**src/rtl/csa_operand_feeder_if.sv**
```systemverilog
// Bundle of the operand-feeder signals: the upstream word stream, the
// operand/sum connection to the external 3-input carry-save adder, and the
// downstream result handshake. The feeder uses the slave modport; the
// environment around it (source, adder, sink) uses the master modport.
interface csa_operand_feeder_if #(
  parameter int WIDTH = 64
);
  // Upstream operand words
  logic             in_valid;
  logic             in_ready;
  logic [WIDTH-1:0] in_data;
  logic             in_last;

  // Registered operands to the adder and its combinational sum
  logic [WIDTH-1:0] csa_a;
  logic [WIDTH-1:0] csa_b;
  logic [WIDTH-1:0] csa_c;
  logic [WIDTH-1:0] csa_s;

  // Downstream result
  logic             out_valid;
  logic             out_ready;
  logic [WIDTH-1:0] out_data;
  logic [1:0]       out_count;

  modport master (
    output in_valid, in_data, in_last, csa_s, out_ready,
    input  in_ready, csa_a, csa_b, csa_c, out_valid, out_data, out_count
  );

  modport slave (
    input  in_valid, in_data, in_last, csa_s, out_ready,
    output in_ready, csa_a, csa_b, csa_c, out_valid, out_data, out_count
  );
endinterface

```
**src/rtl/csa_operand_feeder.sv**
```systemverilog
// Collects groups of 1-3 operand words, presents them as three registered
// operands to an external carry-save adder, captures the adder's sum one
// cycle after the group's final word, and holds it until downstream takes it.
// Unused operand slots are zero so short groups sum only their real words.
module csa_operand_feeder #(
  parameter int WIDTH = 64
) (
  input  logic                clk,
  input  logic                rst,
  csa_operand_feeder_if.slave bus
);

  typedef enum logic [2:0] {
    COL0 = 3'd0,  // waiting for the first word of a group
    COL1 = 3'd1,  // waiting for the second word
    COL2 = 3'd2,  // waiting for the third (always final) word
    CAP  = 3'd3,  // adder inputs settled; sample the sum
    OUT  = 3'd4   // result presented until accepted
  } state_e;

  state_e           state_q;
  logic             in_ready_q;
  logic             out_valid_q;
  logic [WIDTH-1:0] csa_a_q;
  logic [WIDTH-1:0] csa_b_q;
  logic [WIDTH-1:0] csa_c_q;
  logic [1:0]       count_q;
  logic [WIDTH-1:0] out_data_q;
  logic [1:0]       out_count_q;

  logic in_fire;
  logic out_fire;

  // Handshakes qualified by the registered ready/valid so stray strobes in
  // CAP/OUT (input side) or outside OUT (output side) are ignored.
  assign in_fire  = bus.in_valid  && in_ready_q;
  assign out_fire = bus.out_valid && bus.out_ready;

  // Controller and datapath registers: operand slots fill in order, the sum
  // is captured in CAP and held in OUT until the output handshake.
  // NOTE: all state here uses non-blocking assignments so every register
  // samples pre-edge values; blocking assignments would create order-dependent
  // simulation and mismatch synthesis.
  always_ff @(posedge clk or posedge rst) begin
    if (rst) begin
      state_q     <= COL0;
      in_ready_q  <= 1'b1;
      out_valid_q <= 1'b0;
      csa_a_q     <= '0;
      csa_b_q     <= '0;
      csa_c_q     <= '0;
      count_q     <= 2'd0;
      out_data_q  <= '0;
      out_count_q <= 2'd0;
    end else begin
      case (state_q)
        COL0: begin
          if (in_fire) begin
            // A new group starts: clear the upper slots so a short group
            // does not pick up operands left over from the previous one.
            csa_a_q <= bus.in_data;
            csa_b_q <= '0;
            csa_c_q <= '0;
            count_q <= 2'd1;
            if (bus.in_last) begin
              state_q    <= CAP;
              in_ready_q <= 1'b0;
            end else begin
              state_q <= COL1;
            end
          end
        end

        COL1: begin
          if (in_fire) begin
            csa_b_q <= bus.in_data;
            count_q <= 2'd2;
            if (bus.in_last) begin
              state_q    <= CAP;
              in_ready_q <= 1'b0;
            end else begin
              state_q <= COL2;
            end
          end
        end

        COL2: begin
          if (in_fire) begin
            // Third word always closes the group, regardless of in_last.
            csa_c_q    <= bus.in_data;
            count_q    <= 2'd3;
            state_q    <= CAP;
            in_ready_q <= 1'b0;
          end
        end

        CAP: begin
          // Operands have been stable for a full cycle, so the adder output
          // is settled; the sum wraps naturally at WIDTH bits.
          out_data_q  <= bus.csa_s;
          out_count_q <= count_q;
          out_valid_q <= 1'b1;
          state_q     <= OUT;
        end

        OUT: begin
          if (out_fire) begin
            out_valid_q <= 1'b0;
            in_ready_q  <= 1'b1;
            state_q     <= COL0;
          end
        end

        default: begin
          // Unused encodings recover to an idle, empty state.
          state_q     <= COL0;
          in_ready_q  <= 1'b1;
          out_valid_q <= 1'b0;
        end
      endcase
    end
  end

  assign bus.in_ready  = in_ready_q;
  assign bus.out_valid = out_valid_q;
  assign bus.csa_a     = csa_a_q;
  assign bus.csa_b     = csa_b_q;
  assign bus.csa_c     = csa_c_q;
  assign bus.out_data  = out_data_q;
  assign bus.out_count = out_count_q;

endmodule

```
**src/flat_wrapper.sv**
```systemverilog
// flat-port wrapper written by rule: the top's interface ports become plain ports
module csa_operand_feeder_flat 
#(
  parameter int WIDTH = 64
)
  (clk, rst, bus_in_valid, bus_in_data, bus_in_last, bus_csa_s, bus_out_ready, bus_in_ready, bus_csa_a, bus_csa_b, bus_csa_c, bus_out_valid, bus_out_data, bus_out_count);
  csa_operand_feeder_if #(.WIDTH(WIDTH)) bus_i ();
  input  logic clk;
  input  logic rst;
  input wire logic [$bits(bus_i.in_valid)-1:0] bus_in_valid;
  input wire logic [$bits(bus_i.in_data)-1:0] bus_in_data;
  input wire logic [$bits(bus_i.in_last)-1:0] bus_in_last;
  input wire logic [$bits(bus_i.csa_s)-1:0] bus_csa_s;
  input wire logic [$bits(bus_i.out_ready)-1:0] bus_out_ready;
  output wire logic [$bits(bus_i.in_ready)-1:0] bus_in_ready;
  output wire logic [$bits(bus_i.csa_a)-1:0] bus_csa_a;
  output wire logic [$bits(bus_i.csa_b)-1:0] bus_csa_b;
  output wire logic [$bits(bus_i.csa_c)-1:0] bus_csa_c;
  output wire logic [$bits(bus_i.out_valid)-1:0] bus_out_valid;
  output wire logic [$bits(bus_i.out_data)-1:0] bus_out_data;
  output wire logic [$bits(bus_i.out_count)-1:0] bus_out_count;
  assign bus_i.in_valid = bus_in_valid;
  assign bus_i.in_data = bus_in_data;
  assign bus_i.in_last = bus_in_last;
  assign bus_i.csa_s = bus_csa_s;
  assign bus_i.out_ready = bus_out_ready;
  assign bus_in_ready = bus_i.in_ready;
  assign bus_csa_a = bus_i.csa_a;
  assign bus_csa_b = bus_i.csa_b;
  assign bus_csa_c = bus_i.csa_c;
  assign bus_out_valid = bus_i.out_valid;
  assign bus_out_data = bus_i.out_data;
  assign bus_out_count = bus_i.out_count;
  csa_operand_feeder #(.WIDTH(WIDTH)) u_core (.clk(clk), .rst(rst), .bus(bus_i));
endmodule
```
**config.mk**
```make
export PLATFORM = sky130hd
export DESIGN_NAME = csa_operand_feeder_flat
export DESIGN_NICKNAME = d
export VERILOG_FILES = /design/src/rtl/csa_operand_feeder_if.sv /design/src/rtl/csa_operand_feeder.sv /design/src/flat_wrapper.sv
export SDC_FILE = /design/constraint.sdc
export NUM_CORES = 1
export LEC_CHECK = 0
export CORE_AREA = 2 2 154 156
export CTS_CLUSTER_DIAMETER = 60
export DETAILED_ROUTE_END_ITERATION = 8
export DIE_AREA = 0 0 156 158
export GPL_TIMING_DRIVEN = 0
export PLACE_DENSITY = 0.88
export SETUP_SLACK_MARGIN = 0.4
export SYNTH_ARGS = -nofsm -noshare
export SYNTH_HDL_FRONTEND = slang
export SYNTH_SLANG_ARGS = --single-unit
```
**constraint.sdc**
```tcl
create_clock -name clk -period 22.4 [get_ports clk]
set_input_delay 3.36 -clock clk [delete_from_list [all_inputs] [get_ports clk]]
set_output_delay 3.36 -clock clk [all_outputs]
set_load 0.01 [all_outputs]
```
# After elaboration in Yosys (flattened, before gate mapping)

Cells that the tools add are included.

Word-level logic and storage cells: 58
Output and inout bits: 260
Input bits: 133
Flip-flop bits (word level): 265

Bitwise gates (word level): 2
Muxes and demuxes: 22
Eq/ne operators: 10
Reduce and logical (&&, ||, !) cells: 15

Operators by type and width:

| kind                                                 | number |
|---|---|
| one-hot mux 64 bit (2 select lines)                  | 2 |
| two-way mux 64 bit                                   | 2 |
| one-hot mux 3 bit (5 select lines)                   | 1 |
| two-way mux 3 bit                                    | 4 |
| != test 2 x 1 -> 1 bit (second input constant)       | 6 |
| two-way mux 2 bit                                    | 4 |
| AND reduction 4 bit                                  | 2 |
| equality test 3 x 2 -> 1 bit (second input constant) | 2 |
| two-way mux 1 bit                                    | 6 |
| one-hot mux 2 bit (3 select lines)                   | 1 |
| AND reduction 3 bit                                  | 2 |
| AND reduction 5 bit                                  | 1 |
| one-hot mux 1 bit (4 select lines)                   | 1 |
| AND reduction 2 bit                                  | 2 |
| nonzero test 2 bit                                   | 2 |
| equality test 3 x 1 -> 1 bit (second input constant) | 1 |
| equality test 3 bit (second input constant)          | 1 |
| logical NOT 3 bit                                    | 1 |
| one-hot mux 1 bit (3 select lines)                   | 1 |
| nonzero test 3 bit                                   | 1 |
| OR reduction 3 bit                                   | 1 |
| logical AND 1 bit                                    | 2 |
| inverter 1 bit                                       | 2 |
| OR reduction 2 bit                                   | 1 |

# Longest topological paths before layout

Gate-level depths: netlist (run 1).

Depth after elaboration: 4
Depth in mapped cells: 7

# Least setup slack after synthesis (run 1)

No wires, ideal clock.

Path kind: input to register
Start: input port bus_in_valid
End: register u_core.csa_a_q[10], in the netlist u_core.bus.csa_a[10]
Library setup time: 0.125 ns
Buffers on the path: 2
Setup slack: 17.779 ns
Data arrival time: 4.496 ns
Cell stages on the path: 5
Cells stage by stage: nand2_1 or4_4 buf_6 buf_6 mux2_4

Word-level cells in the longest chain between the ends: 2

Ends and longest elaborated chain:

| item                                 | RTL line                 | RTL |
|---|---|---|
| start, declared                      | flat_wrapper.sv:10       | `input wire logic [$bits(bus_i.in_valid)-1:0] bus_in_valid;` |
| logical AND 1 bit                    | csa_operand_feeder.sv:36 | `assign in_fire = bus.in_valid && in_ready_q;` |
| AND reduction 2 bit (no source line) | -                        |  |
| end signal, assigned                 | csa_operand_feeder.sv:61 | `csa_a_q <= bus.in_data;` |
| end, declared                        | csa_operand_feeder.sv:24 | `logic [WIDTH-1:0] csa_a_q;` |

No other way between the ends.
A chain may end at the register's enable or synchronous reset.

# Worst setup path in the final report (run 1)

Start: input port bus_in_valid
End: register u_core.csa_c_q[0], in the netlist u_core.bus.csa_c[0]

Word-level cells in the longest chain between the ends: 3
Elaborated cells between the ends (all ways): 4

Ends and longest elaborated chain:

| item                                    | RTL line                 | RTL |
|---|---|---|
| logical AND 1 bit *                     | csa_operand_feeder.sv:36 |  |
| != test 2 x 1 -> 1 bit (no source line) | -                        |  |
| AND reduction 3 bit (no source line) *  | -                        |  |
| end signal, assigned                    | csa_operand_feeder.sv:90 | `csa_c_q <= bus.in_data;` |
| end, declared                           | csa_operand_feeder.sv:26 | `logic [WIDTH-1:0] csa_c_q;` |

Mark *: on every way between the ends. The rest lies on a longest branch, timed or not.

==> impl_metrics.ini, run 1 <==
[global_routing]
grt_max_degree = 131
grt_use_total_pct = 25.1
first_global_vias = 8032
grt_pass1_wl_mm = 47.3
grt_overflow = 0
antenna_found_initial = 0

[clock_network]
ctsResizeCount = 0
h-tree-depth = 1
clk_pin_slew_worst_paths_ps = 60
cts_root_buf = clkbuf_16
tritoncts = done
cts_buffers = 29
insertion_delay_ps = 540
cts.path.max_buffers = 3
cts.sinks = 265
cts_setup_buffers = 0
postCtsHoldBufs = 0

[worst_hold_path]
min_from = u_core.bus.csa_b[60]
holdPathEnd = u_core.bus.csa_b[60]
hold_class = flop to flop
min_delay_path_depth = 2

[logic_synthesis]
netlist_instances = 729
synth-seq-area-share_pct = 65.9
post-synth-top-area-fraction_pct = 65.6
synth_fp_nets = 862
synth.largest_area_cell = dfrtp_1
synth_area_um2 = 10100
synth_area_leaders = dfrtp_1 66%, mux2_2 8.5%, mux2_4 7.3%, a22o_1 5.6%, nand2_1 5.0%
yosysWarningCount = 0
avgSynthCellArea_um2 = 13.8
ys_seq_elements = 265
post_synth_num_cell_types = 28

[timing]
worstMarginPinSlew_ps = 865
rsz0062_at_grt = no
finalClockSkew_ps = 8.11
slew_headroom_pct = 41.9
fin_crit_ps = 5240
min_period_over_period_pct = 23.4
setup_viol = 0
finalSetupTns_ps = 0
hold_viol_final = 0
fmax_ghz = 0.191
drv_slew = 0

[outcome]
outcome = finished, final reports clean

[setup_path]
reg2reg_from = u_core.bus.in_ready
crit_arrival_ps = 5710
start_kind = primary input
required_ps = 22870
reg2reg_slack_ps = 19980
endpoint_kind = flop
r2r_end = u_core.bus.csa_c[0]
r2r_cells = 4
critPathMaxFanout = 10
crit_type = primary input to flop

[power]
total_power_mw = 2.30
vdd_drop_max_mv = 0.0868
p_leak_nw = 6.73
p_per_area_nw_per_um2 = 151

[route]
vias_per_cell = 5.28
routed_wl_mm = 32.0
dr.first_iter.drc_count = 420
route.detailed.drc = 0
drt_pass1_iterations = 4
wire_per_inst_um = 21.8
vias = 7728
ant_nets = 0

[floorplanning]
die_h_um = 158
die-width_um = 156
core_um2 = 23100
start_util_pct = 43.7
die-area_um2 = 24600
rows = 56
ioPinCount = 393

[final_layout]
seq_area_um2 = 6630
layout_commonest_cell = clkdlybuf4s50_1
diodes = 0
final_cell_mix = 392 x clkdlybuf4s50_1, 264 x dfrtp_1, 134 x nand2_1
fin_nets = 1287
syn2layout_area_growth_pct = 51.9
multi_input_area_um2 = 3170
fillCellCount = 1618
postLayoutCellArea_um2 = 15300
drive_gt1_share_pct = 16.2

[flow_run]
max_cap_viol_count = 0

[placed_design]
hpwl_mm = 23.4
io_buffers = 392
place_congestion = 0.854
placed_cell_area_um2 = 14400
## worst max-delay path by stage
stage,startpoint,endpoint,slack [ps],cells past startpoint
6_report,bus_in_valid,u_core.bus.csa_c[0],17160,5
5_1_grt,bus_in_valid,u_core.bus.csa_c[0],17040,5
4_1_cts,bus_in_valid,u_core.bus.csa_c[0],17140,5
3_5_place_dp,bus_in_valid,u_core.bus.csa_c[0],16570,5
3_3_place_gp,rst,u_core.bus.csa_a[19],8650,2
2_1_floorplan,rst,u_core.bus.csa_a[0],11740,1
## through the flow
step,hold slack [ps],util (%),setup WS (ps),cells
floorplan,443,-,11740,729
global placement,460,62.3,8650,1411
detailed placement,469,62.5,16570,1413
CTS,482,66.3,17140,1464
global route,491,66.3,17040,1464
finish,476,66.3,17160,1464
## registers in the layout (all words and copies together) (netlist names)
register and flops:
u_core.bus.out_data 64, u_core.bus.csa_b 64, u_core.bus.csa_a 64, u_core.count_q 2, u_core.bus.in_ready 1, u_core.state_q 3
u_core.bus.out_count 2, u_core.bus.out_valid 1, u_core.bus.csa_c 64
## final cells by class
type	instances	share of cell area, %
clock inverters	4	0.221
clock buffers	47	5.51
well taps	290	2.37
repair buffers	394	26.0
flip-flops and latches	265	43.4
inverters	3	0.123
plain buffers	50	1.64
multi-input cells	411	20.8
## worst max-delay path, stage by stage
cell             delay, ps
clkdlybuf4s50_1        550
nand2_1                180
nor4_4                 690
clkbuf_1               650
a22o_1                 270
## power breakdown
group	switching [mW]	internal (mW)	total, mW
Sequential	0.140	0.714	0.854
Clock	0.188	0.256	0.444
Combinational	0.404	0.601	1.01
Total	0.732	1.57	2.30
## synth_stat cells, drive strengths merged
master,n
mux2,130
o21ai,69
nand4bb,1
a211o,1
or4b,1
a31oi,1
nor4,1
nor3,2
o2111ai,1
and2,1
dfrtp,264
or2,1
buf,23
o21a,1
a22o,64
dfstp,1
or4,1
inv,3
nor2,1
or3,1
clkbuf,27
nand2,134
## cells by family after synthesis
group | Yosys count | synth area share [%]
AND/OR/NAND/NOR | 144 | 5.85
flip-flops | 265 | 65.9
AO/OA/AOI/OAI | 137 | 9.31
buffers and inverters | 53 | 2.60
multiplexers | 130 | 16.4
## routing by layer
metal	vias up	wire (µm)	GRT usage (%)
met2	322	15900	42.3
met1	3927	13000	32.6
met3	88	1720	4.24
met4	0	1330	10.0
li1	3391	-	-
met5	-	0	0
(Power assumes the default switching activity.)
==> run 2: changes to the inputs <==
- CORE_AREA: 2 2 154 156 -> not set
- CORE_MARGIN: not set -> 2
- CORE_UTILIZATION: not set -> 40
- DIE_AREA: 0 0 156 158 -> not set
- PLACE_DENSITY: 0.88 -> 0.85
- clock period: 22.4 -> 4.2 ns (I/O delays scaled with it)
==> run 2 against run 1 <==
  * First-iteration DRC count is 41% higher
  * Largest power group unchanged
  * Largest cell class unchanged
  * Worst setup slack worse by 15000 ps
  * Sequential power rose to 5.3 times the previous value
  * Critical endpoint is now u_core.bus.csa_c[63]
==> impl_metrics.ini, run 2 (same netlist as run 1, synthesis figures left out) <==
[power]
total_power_mw = 12.7
p_leak_nw = 6.85
vdd_drop_max_mv = 0.493
p_per_area_nw_per_um2 = 814

[global_routing]
grt_max_degree = 44
grt_overflow = 0
antenna_found_initial = 2
grt_use_total_pct = 23.8
first_global_vias = 8160
grt_pass1_wl_mm = 48.3

[floorplanning]
die-area_um2 = 26500
start_util_pct = 40.3
rows = 58
die_h_um = 163
core_um2 = 25000
ioPinCount = 393
die-width_um = 163

[setup_path]
required_ps = 4670
reg2reg_from = u_core.bus.in_ready
endpoint_kind = flop
crit_type = primary input to flop
critPathMaxFanout = 10
crit_top_cell = clkbuf_1
start_kind = primary input
slowest_stage = clkbuf_1
max_stage_delay_ps = 630
crit_arrival_ps = 2890
crit_start = bus_in_valid
crit_chain = clkdlybuf4s50_1 > nand2_1 > or3_1 > clkbuf_1 > clkbuf_1 > a22o_1

[final_layout]
diodes = 0
layout_commonest_cell = clkdlybuf4s50_1
fin_util_pct = 62.6
drive_gt1_share_pct = 17.5
fillCellCount = 1887
fin_nets = 1292
final_cell_mix = 392 x clkdlybuf4s50_1, 264 x dfrtp_1, 134 x nand2_1
syn2layout_area_growth_pct = 55.1
postLayoutCellArea_um2 = 15600

[clock_network]
cts.sinks = 265
cts_root_buf = clkbuf_16
tritoncts = done
cts.path.max_buffers = 3
clk_pin_slew_worst_paths_ps = 60
insertion_delay_ps = 550
cts_setup_buffers = 0
ctsResizeCount = 0
cts_buffers = 30
postCtsHoldBufs = 0
h-tree-depth = 1

[route]
vias_per_cell = 5.14
wire_per_inst_um = 21.2
routed_wl_mm = 32.0
ant_nets = 0
vias = 7776
route.detailed.drc = 0
dr.first_iter.drc_count = 592
drt_pass1_iterations = 5

[timing]
worstMarginPinSlew_ps = 834
min_period_over_period_pct = 57.5
fmax_ghz = 0.414
finalClockSkew_ps = 13.6
drv_slew = 0
hold_viol_final = 0
slew_headroom_pct = 44.3
hold_ws_ps = 476
setup_viol = 0
fin_crit_ps = 2420
rsz0062_at_grt = no

[outcome]
outcome = finished, final reports clean

[worst_hold_path]
min_from = u_core.bus.csa_b[51]
hold_class = flop to flop

[placed_design]
placed_cell_area_um2 = 14500
io_buffers = 392
place_congestion = 0.817
hpwl_mm = 23.2

[flow_run]
max_cap_viol_count = 0
run 2: cell count changes in the layout (fill, tap and decap cells not counted), moves of 4 or more:
| cell | before | now |
|---|---|---|
| buf_12 | 0 | 6 |
| bufinv_16 | 0 | 4 |
| clkbuf_1 | 40 | 31 |
| clkinvlp_4 | 0 | 4 |
run 2: worst max-delay path: cells and delay by family:
family | cells | cell delay (ps)
buffers and inverters | 3 | 1560
AOI/OAI and AO/OA | 1 | 240
and+or+nand+nor | 2 | 450
run 2: cell type report:
cell class | count | area, µm² | area share, %
flip-flops and latches | 265 | 6630 | 42.5
repair buffers | 398 | 4040 | 25.9
multi-input cells | 411 | 3170 | 20.3
clock buffers | 42 | 887 | 5.68
well taps | 330 | 413 | 2.64
plain buffers | 50 | 250 | 1.60
clock inverters | 13 | 199 | 1.27
inverters | 3 | 15.0 | 0.0962
run 2: layer usage:
layer,vias to the layer above,global-route usage (%),wire length [µm]
li1,3414,-,-
met2,350,40.3,15700
met5,-,0,15
met3,99,4.53,1940
met4,2,9.53,1400
met1,3911,30.4,13000
run 2: final timing paths:
path / endpoint / slack, ps / cells past startpoint
setup / recovery: u_core.bus.csa_c[63] / 1780 / 6
hold / removal: u_core.bus.csa_b[51] / 480 / 2
setup reg to reg: u_core.bus.csa_c[63] / 1860 / 4
hold reg to reg: u_core.bus.csa_b[51] / 480 / 2
max in group asynchronous: u_core.bus.csa_a[57] / 2330 / 5
min in group asynchronous: u_core.bus.out_data[9] / 610 / 2
run 2: power breakdown:
| group | leakage (nW) | total [mW] | switching [mW] | internal, mW |
|---|---|---|---|---|
| sequential | 3.36 | 4.54 | 0.734 | 3.81 |
| combinational | 2.96 | 5.36 | 2.14 | 3.21 |
| clock | 0.524 | 2.81 | 1.09 | 1.72 |
| total | 6.85 | 12.7 | 3.97 | 8.74 |
run 2: per-stage QoR:
| stage | setup TNS, ps | setup WS, ps | cells |
|---|---|---|---|
| global route | 0 | 1660 | 1512 |
| floorplan | 0 | 73.3 | 729 |
| finish | 0 | 1780 | 1512 |
| CTS | 0 | 1760 | 1512 |
| global placement | -464350 | -1790 | 1451 |
| detailed placement | 0 | 1200 | 1457 |
==> run 3: changes to the inputs <==
- CORE_UTILIZATION: 40 -> 44
- PLACE_DENSITY: 0.85 -> 0.89
- clock period: 4.2 -> 2.4 ns (I/O delays scaled with it)
==> run 3 against run 2 <==
  * Highest routed layer is now met4
  * Critical path depth is 4 lower
  * Power up 71%
  * Sequential cell count is the same
  * Cell area fell by 0.83%
  * Count of clock-buffer cells in the layout decreased by 5
  * Die area down 8.9%
  * Global-route usage increased by 2.5 points
  * Utilization is 6.1 points higher
  * Non-clock buffer count up 6
  * Wire length is 1.1% higher
==> impl_metrics.ini, run 3 (same netlist as run 1, synthesis figures left out) <==
[outcome]
outcome = finished, final reports clean

[setup_path]
crit_family = flip-flops
slowest_stage = dfstp_2
crit_type = flop to output pin
required_ps = 2040
cp_num_buf_inv = 2
max_stage_delay_ps = 580
worst-path-stages = 2
crit_arrival_ps = 1570
start_kind = flop
critPathMaxFanout = 5
crit_chain = buf_4 > dlygate4sd2_1
r2r_cells = 5
endpoint_kind = output pin

[route]
vias = 7810
routed.top_layer = met4
ant_nets = 0
wire_per_inst_um = 22.1
route.detailed.drc = 0
routed_wl_mm = 32.4
met2_length_mm = 16.5
vias_per_cell = 5.32
wl_met1_mm = 12.5
dr.first_iter.drc_count = 459
drt_pass1_iterations = 5
met3_wirelength_mm = 1.82

[final_layout]
diodes = 0
final_cell_mix = 391 x clkdlybuf4s50_1, 264 x dfrtp_1, 133 x nand2_1
drive_gt1_share_pct = 18.8
postLayoutCellArea_um2 = 15500
fin_nets = 1296
syn2layout_area_growth_pct = 53.8
layout_commonest_cell = clkdlybuf4s50_1
fin_util_pct = 68.6

[floorplanning]
rows = 55
ioPinCount = 393
die_h_um = 155
die-area_um2 = 24100
start_util_pct = 44.6
die-width_um = 155
core_um2 = 22600

[timing]
hold_viol_final = 0
hold_ws_ps = 182
slew_headroom_pct = 55.5
fin_crit_ps = 1930
fmax_ghz = 0.518
drv_slew = 0
worstMarginPinSlew_ps = 667
min_period_over_period_pct = 80.5
rsz0062_at_grt = no
setup_viol = 0
finalClockSkew_ps = 11.8

[clock_network]
insertion_delay_ps = 540
cts.sinks = 265
cts_root_buf = clkbuf_16
cts.path.max_buffers = 3
h-tree-depth = 1
cts_buffers = 28
tritoncts = done
clk_pin_slew_worst_paths_ps = 70

[global_routing]
grt_use_total_pct = 26.4
grt_overflow = 0
first_global_vias = 8365
antenna_found_initial = 1
grt_max_degree = 42
grt_pass1_wl_mm = 49.3

[placed_design]
hpwl_mm = 23.6
place_congestion = 0.877
io_buffers = 392
placed_cell_area_um2 = 14500

[power]
vdd_drop_max_mv = 0.797
p_per_area_nw_per_um2 = 1410
p_leak_nw = 6.87

[flow_run]
max_cap_viol_count = 0

[worst_hold_path]
hold_class = primary input to asynchronous set/reset pin
run 3: cell types whose count changed in the layout (fill, tap and decap cells not counted), moves of 3 or more:
cell / before / now
clkbuf_1: 31 / 21
buf_4: 1 / 10
clkbuf_2: 0 / 7
clkinv_2: 3 / 9
clkbuf_4: 0 / 3
clkbuf_8: 7 / 4
run 3: power breakdown:
| group | leakage, nW | switching [mW] | internal (mW) |
|---|---|---|---|
| clock | 0.459 | 1.82 | 2.54 |
| sequential | 3.36 | 1.31 | 6.67 |
| combinational | 3.05 | 3.78 | 5.65 |
| total | 6.87 | 6.91 | 14.9 |
run 3: final timing paths:
| path | from | endpoint | slack (ps) |
|---|---|---|---|
| min | rst | u_core.bus.out_data[9] | 180 |
| max reg2reg | u_core.bus.in_ready | u_core.bus.csa_a[25] | 470 |
| min reg2reg | u_core.bus.csa_b[50] | u_core.bus.csa_b[50] | 470 |
| max | u_core.bus.in_ready | bus_in_ready | 470 |
| max in group asynchronous | rst | u_core.bus.csa_b[26] | 880 |
| min in group clk | bus_in_data[45] | u_core.bus.csa_b[45] | 420 |
run 3: area by class of cell:
type / count / area [µm²]
sequential: 265 / 6630
timing repair buffer: 404 / 4100
clock buffer: 37 / 796
tap: 285 / 357
inverter: 3 / 15.0
fill: 1563 / 7090
multi-input combinational: 411 / 3180
clock inverter: 13 / 121
buffer: 50 / 283
run 3: per-stage QoR:
step / setup TNS [ps] / worst slack, ps / total power, mW / instances
after floorplan: -385100 / -1460 / 11.6 / 729
after global placement: -872880 / -3300 / 17.0 / 1406
after detailed placement: -7720 / -214 / 17.4 / 1413
after CTS: 0 / 400 / 21.8 / 1466
after global routing: 0 / 416 / 22.8 / 1468
final: 0 / 468 / 21.8 / 1468
run 3: repair_timing:
action / CTS / global route
buffers inserted: 3 / 2
gates resized for setup: 15 / 12
pin swaps: 1 / 0
hold buffers: 0 / 0
setup endpoints to repair: 85 / 155
hold endpoints to repair: 0 / 0
run 3: layer usage:
metal | GRT usage [%] | vias to the layer above
met4 | 12.1 | 0
met2 | 45.4 | 332
li1 | - | 3402
met5 | 0 | -
met1 | 32.7 | 3972
met3 | 4.54 | 104
==> edit 1, RTL diff (config.mk and constraints of run 2) <==
The 5 states of `state_e` get a Gray code encoding in 3 bits.
--- a/src/rtl/csa_operand_feeder.sv
+++ b/src/rtl/csa_operand_feeder.sv
@@ -11,11 +11,11 @@
 );
 
   typedef enum logic [2:0] {
-    COL0 = 3'd0,  // waiting for the first word of a group
-    COL1 = 3'd1,  // waiting for the second word
-    COL2 = 3'd2,  // waiting for the third (always final) word
-    CAP  = 3'd3,  // adder inputs settled; sample the sum
-    OUT  = 3'd4   // result presented until accepted
+    COL0 = 3'b000,  // waiting for the first word of a group
+    COL1 = 3'b001,  // waiting for the second word
+    COL2 = 3'b011,  // waiting for the third (always final) word
+    CAP  = 3'b010,  // adder inputs settled; sample the sum
+    OUT  = 3'b110   // result presented until accepted
   } state_e;
 
   state_e           state_q;
Behaviour: no difference found for any inputs over 4 cycles, from zero or initial values and one cycle with rst high; so few cycles prove little.
==> edit 1 against run 2 <==
Count of clock-buffer cells in the layout increased by 1. Wire length decreased by 4.8%. Non-clock buffer count unchanged. Clock skew decreased by 0.0036 ns. Power decreased by 13%. Setup slack improved by 0.091 ns. Sequential cell count unchanged. Maximum frequency increased by 3.9%. Via count decreased by 1.2%. Synthesized area decreased by 1.0%. Combinational power decreased by 17%. Sequential share of layout area increased by 0.59 points. Cell area decreased by 1.4%.
==> edit 1: results <==
export IMPL_synth_nets=866
export IMPL_synth_top_cells_by_area="dfrtp_1, mux2_2, a22o_1"
export IMPL_place_ws_ns=1.66
export IMPL_cp_max_fo=5
export IMPL_cts_buffers=29
export IMPL_grt_use_met3_pct=6.72
export IMPL_wirelength_mm=30.5
export IMPL_num_fill_cells=1798
export IMPL_antenna_found_initial=1
export IMPL_grtUsageMet2_pct=40.3
export IMPL_seq_area_frac_synth_pct=66.6
export IMPL_hold_path_class="in2async"
export IMPL_grt_max_degree=43
export IMPL_arrival_ns=1.69
export IMPL_grt_usage_pct=22.8
export IMPL_grt_pass1_vias=8161
export IMPL_max_stage_delay_ns=0.59
export IMPL_cp_startpoint="u_core.bus.in_ready$_DFFE_PP1P_"
export IMPL_reg2reg_depth=6
export IMPL_seqPwrFrac_pct=37.0
export IMPL_avgSynthCellArea_um2=13.6
export IMPL_cp_endpoint="bus_in_ready"
export IMPL_final_layout_size_suffix_gt1_share_pct=17.4
export IMPL_wl_met2_mm=15.0
export IMPL_synthDistinctLibCells=30
export IMPL_r2r_start="u_core.state_q[0]$_DFFE_PP0P_"
export IMPL_synth_top_cells_by_count="dfrtp_1, nand2_1, mux2_2"
export IMPL_max_slew_worst_pin_slew_ns=0.601
export IMPL_pg_comb_mw=4.45
export IMPL_status="finished clean"
export IMPL_intPower_mw=7.70
export IMPL_wl_met3_mm=2.71
export IMPL_crit_path_top_delay_cell="clkdlybuf4s50_1"
export IMPL_via_per_inst=5.09
export IMPL_power_leakage_nw=6.55
export IMPL_layout_nets=1296
export IMPL_gp_congestion=0.809
export IMPL_clkPwrFrac_pct=22.8
export IMPL_drt_met1_wl_mm=11.6
export IMPL_first_pass_iters=4
export IMPL_placed_cells=1456
export IMPL_ir_drop_uv=521
edit 1: cell types whose count changed in the layout (fill, tap and decap cells not counted), moves of 3 or more:
cell,run 2,this run
o21ai_0,69,65
buf_1,5,1
mux2_1,5,12
mux2_2,76,118
clkbuf_1,31,23
nand2_1,134,131
buf_4,1,7
nor2_1,1,6
mux2_4,49,0
buf_6,6,11
edit 1: area by class of cell:
cell class | count | area (um2) | area share [%]
Sequential cell | 265 | 6630 | 43.1
Timing Repair Buffer | 399 | 4060 | 26.4
Multi-Input combinational cell | 417 | 3020 | 19.6
Clock buffer | 43 | 858 | 5.57
Tap cell | 324 | 405 | 2.63
Buffer | 49 | 309 | 2.01
Clock inverter | 9 | 104 | 0.674
Inverter | 2 | 11.3 | 0.0731
edit 1: kinds of logic after synthesis:
family / count (synthesis) / synth area share [%]
buf+inv: 51 / 3.18
flops: 265 / 66.6
simple gates: 147 / 5.86
mux: 131 / 14.8
compound gates: 139 / 9.61
==> edit 2, RTL diff (config.mk and constraints of run 2) <==
Without the edit above. `WIDTH` is set to 64 in 3 places; all go to 72.
--- a/src/rtl/csa_operand_feeder_if.sv
+++ b/src/rtl/csa_operand_feeder_if.sv
@@ -3,7 +3,7 @@
 // downstream result handshake. The feeder uses the slave modport; the
 // environment around it (source, adder, sink) uses the master modport.
 interface csa_operand_feeder_if #(
-  parameter int WIDTH = 64
+  parameter int WIDTH = 72
 );
   // Upstream operand words
   logic             in_valid;
--- a/src/rtl/csa_operand_feeder.sv
+++ b/src/rtl/csa_operand_feeder.sv
@@ -3,7 +3,7 @@
 // cycle after the group's final word, and holds it until downstream takes it.
 // Unused operand slots are zero so short groups sum only their real words.
 module csa_operand_feeder #(
-  parameter int WIDTH = 64
+  parameter int WIDTH = 72
 ) (
   input  logic                clk,
   input  logic                rst,
--- a/src/flat_wrapper.sv
+++ b/src/flat_wrapper.sv
@@ -1,7 +1,7 @@
 // flat-port wrapper written by rule: the top's interface ports become plain ports
 module csa_operand_feeder_flat 
 #(
-  parameter int WIDTH = 64
+  parameter int WIDTH = 72
 )
   (clk, rst, bus_in_valid, bus_in_data, bus_in_last, bus_csa_s, bus_out_ready, bus_in_ready, bus_csa_a, bus_csa_b, bus_csa_c, bus_out_valid, bus_out_data, bus_out_count);
   csa_operand_feeder_if #(.WIDTH(WIDTH)) bus_i ();
Interface: changed (6 resized); port bits go from 393 to 441. The function was not compared with the original's and may differ.
==> edit 2 against run 2 <==
Synthesized area up 13%. Setup slack worse by 0.034 ns. Cell area rose by 13%. Sequential cell count is 32 higher. Wire length increased by 12%. Power is 12% higher. Count of clock-buffer cells in the layout up 9. Largest cell class unchanged. Largest power group unchanged.
==> edit 2: results <==
export IMPL_status="finished clean"
export IMPL_port_buffers=440
export IMPL_place_ws_ns=1.08
export IMPL_grt_usage_pct=24.0
export IMPL_cts_path_max_buffers=3
export IMPL_wirelength_mm=36.0
export IMPL_seq_area_frac_synth_pct=65.2
export IMPL_max_stage_delay_ns=0.59
export IMPL_layoutNonFillerInstCount=1704
export IMPL_layout_nets=1448
export IMPL_synth_top_cells_by_area="dfrtp_1, mux2_4, mux2_2"
export IMPL_cts_buffers=34
export IMPL_synth_nets=965
export IMPL_muxShareOfSynthArea_pct=16.7
export IMPL_hpwlAfterDp_mm=26.4
export IMPL_grt_pass1_wl_mm=56.3
export IMPL_grt_max_degree=45
export IMPL_r2r_start="u_core.state_q[1]$_DFFE_PP0P_"
export IMPL_max_slew_worst_pin_slew_ns=1.09
export IMPL_power_leakage_nw=7.81
export IMPL_first_iter_violations=475
export IMPL_intPower_mw=9.78
export IMPL_fin_worst_skew_ns=0.0175
export IMPL_hold_path_endpoint="u_core.bus.csa_b[15]$_DFFE_PP0P_"
export IMPL_final_layout_size_suffix_gt1_share_pct=18.1
export IMPL_synth_xor_area_share_pct=0
export IMPL_grt_pass1_vias=9514
export IMPL_place_area_mm2=0.0164
export IMPL_clk_pin_slew_ns=0.05
export IMPL_dr_total_vias=8745
export IMPL_antenna_found_initial=1
export IMPL_r2r_setup_slack_ns=1.84
export IMPL_reg2reg_depth=6
export IMPL_worstHoldStart="u_core.bus.csa_b[15]$_DFFE_PP0P_"
export IMPL_arrival_ns=2.86
export IMPL_synth_top_cells_by_count="dfrtp_1, nand2_1, mux2_2, o21ai_0, a22o_1"
export IMPL_whs_ns=0.477
export IMPL_syn_inst=816
export IMPL_clock_latency_ns=0.50
export IMPL_htree_levels=2
edit 2: metal layers:
layer  track usage [%]  wire length [um]
met5                 0                 0
met4              11.0              1590
met3              6.13              2770
met2              40.9             17800
met1              28.6             13900
edit 2: layout make-up:
type | count | area [um2]
Sequential cell | 297 | 7430
Inverter | 3 | 15.0
Clock inverter | 11 | 115
Buffer | 57 | 369
Clock buffer | 51 | 1040
Antenna cell | 1 | 2.50
Fill cell | 2080 | 10400
Tap cell | 378 | 473
Multi-Input combinational cell | 459 | 3590
Timing Repair Buffer | 447 | 4540
edit 2: worst max path at each step:
| stage | cells past startpoint | from | slack [ns] | endpoint |
|---|---|---|---|---|
| final | 7 | bus_in_valid | 1.75 | u_core.bus.csa_b[23]$_DFFE_PP0P_ |
| after global routing | 5 | bus_in_valid | 1.50 | u_core.bus.csa_c[60]$_DFFE_PP0P_ |
| after CTS | 5 | bus_in_valid | 1.59 | u_core.bus.csa_c[24]$_DFFE_PP0P_ |
| after detailed placement | 5 | bus_in_valid | 1.08 | u_core.bus.csa_c[24]$_DFFE_PP0P_ |
| after global placement | 2 | rst | -2.31 | u_core.bus.csa_a[30]$_DFFE_PP0P_ |
| after floorplan | 1 | rst | -0.37 | u_core.bus.csa_a[0]$_DFFE_PP0P_ |
edit 2: power by group through the flow:
stage,Sequential (mW),Combinational [mW],Clock [mW]
after floorplan,5.66,1.82,0
after global placement,5.03,5.95,0
after detailed placement,5.10,6.11,0
after CTS,5.08,6.15,3.06
after global routing,5.25,6.45,3.18
final,5.10,6.09,3.00
edit 2: worst max-delay path, delay by kind of cell:
kind	cells	cell delay, ns
and+or+nand+nor	2	0.23
AOI/OAI and AO/OA	1	0.11
buffers and inverters	4	1.87
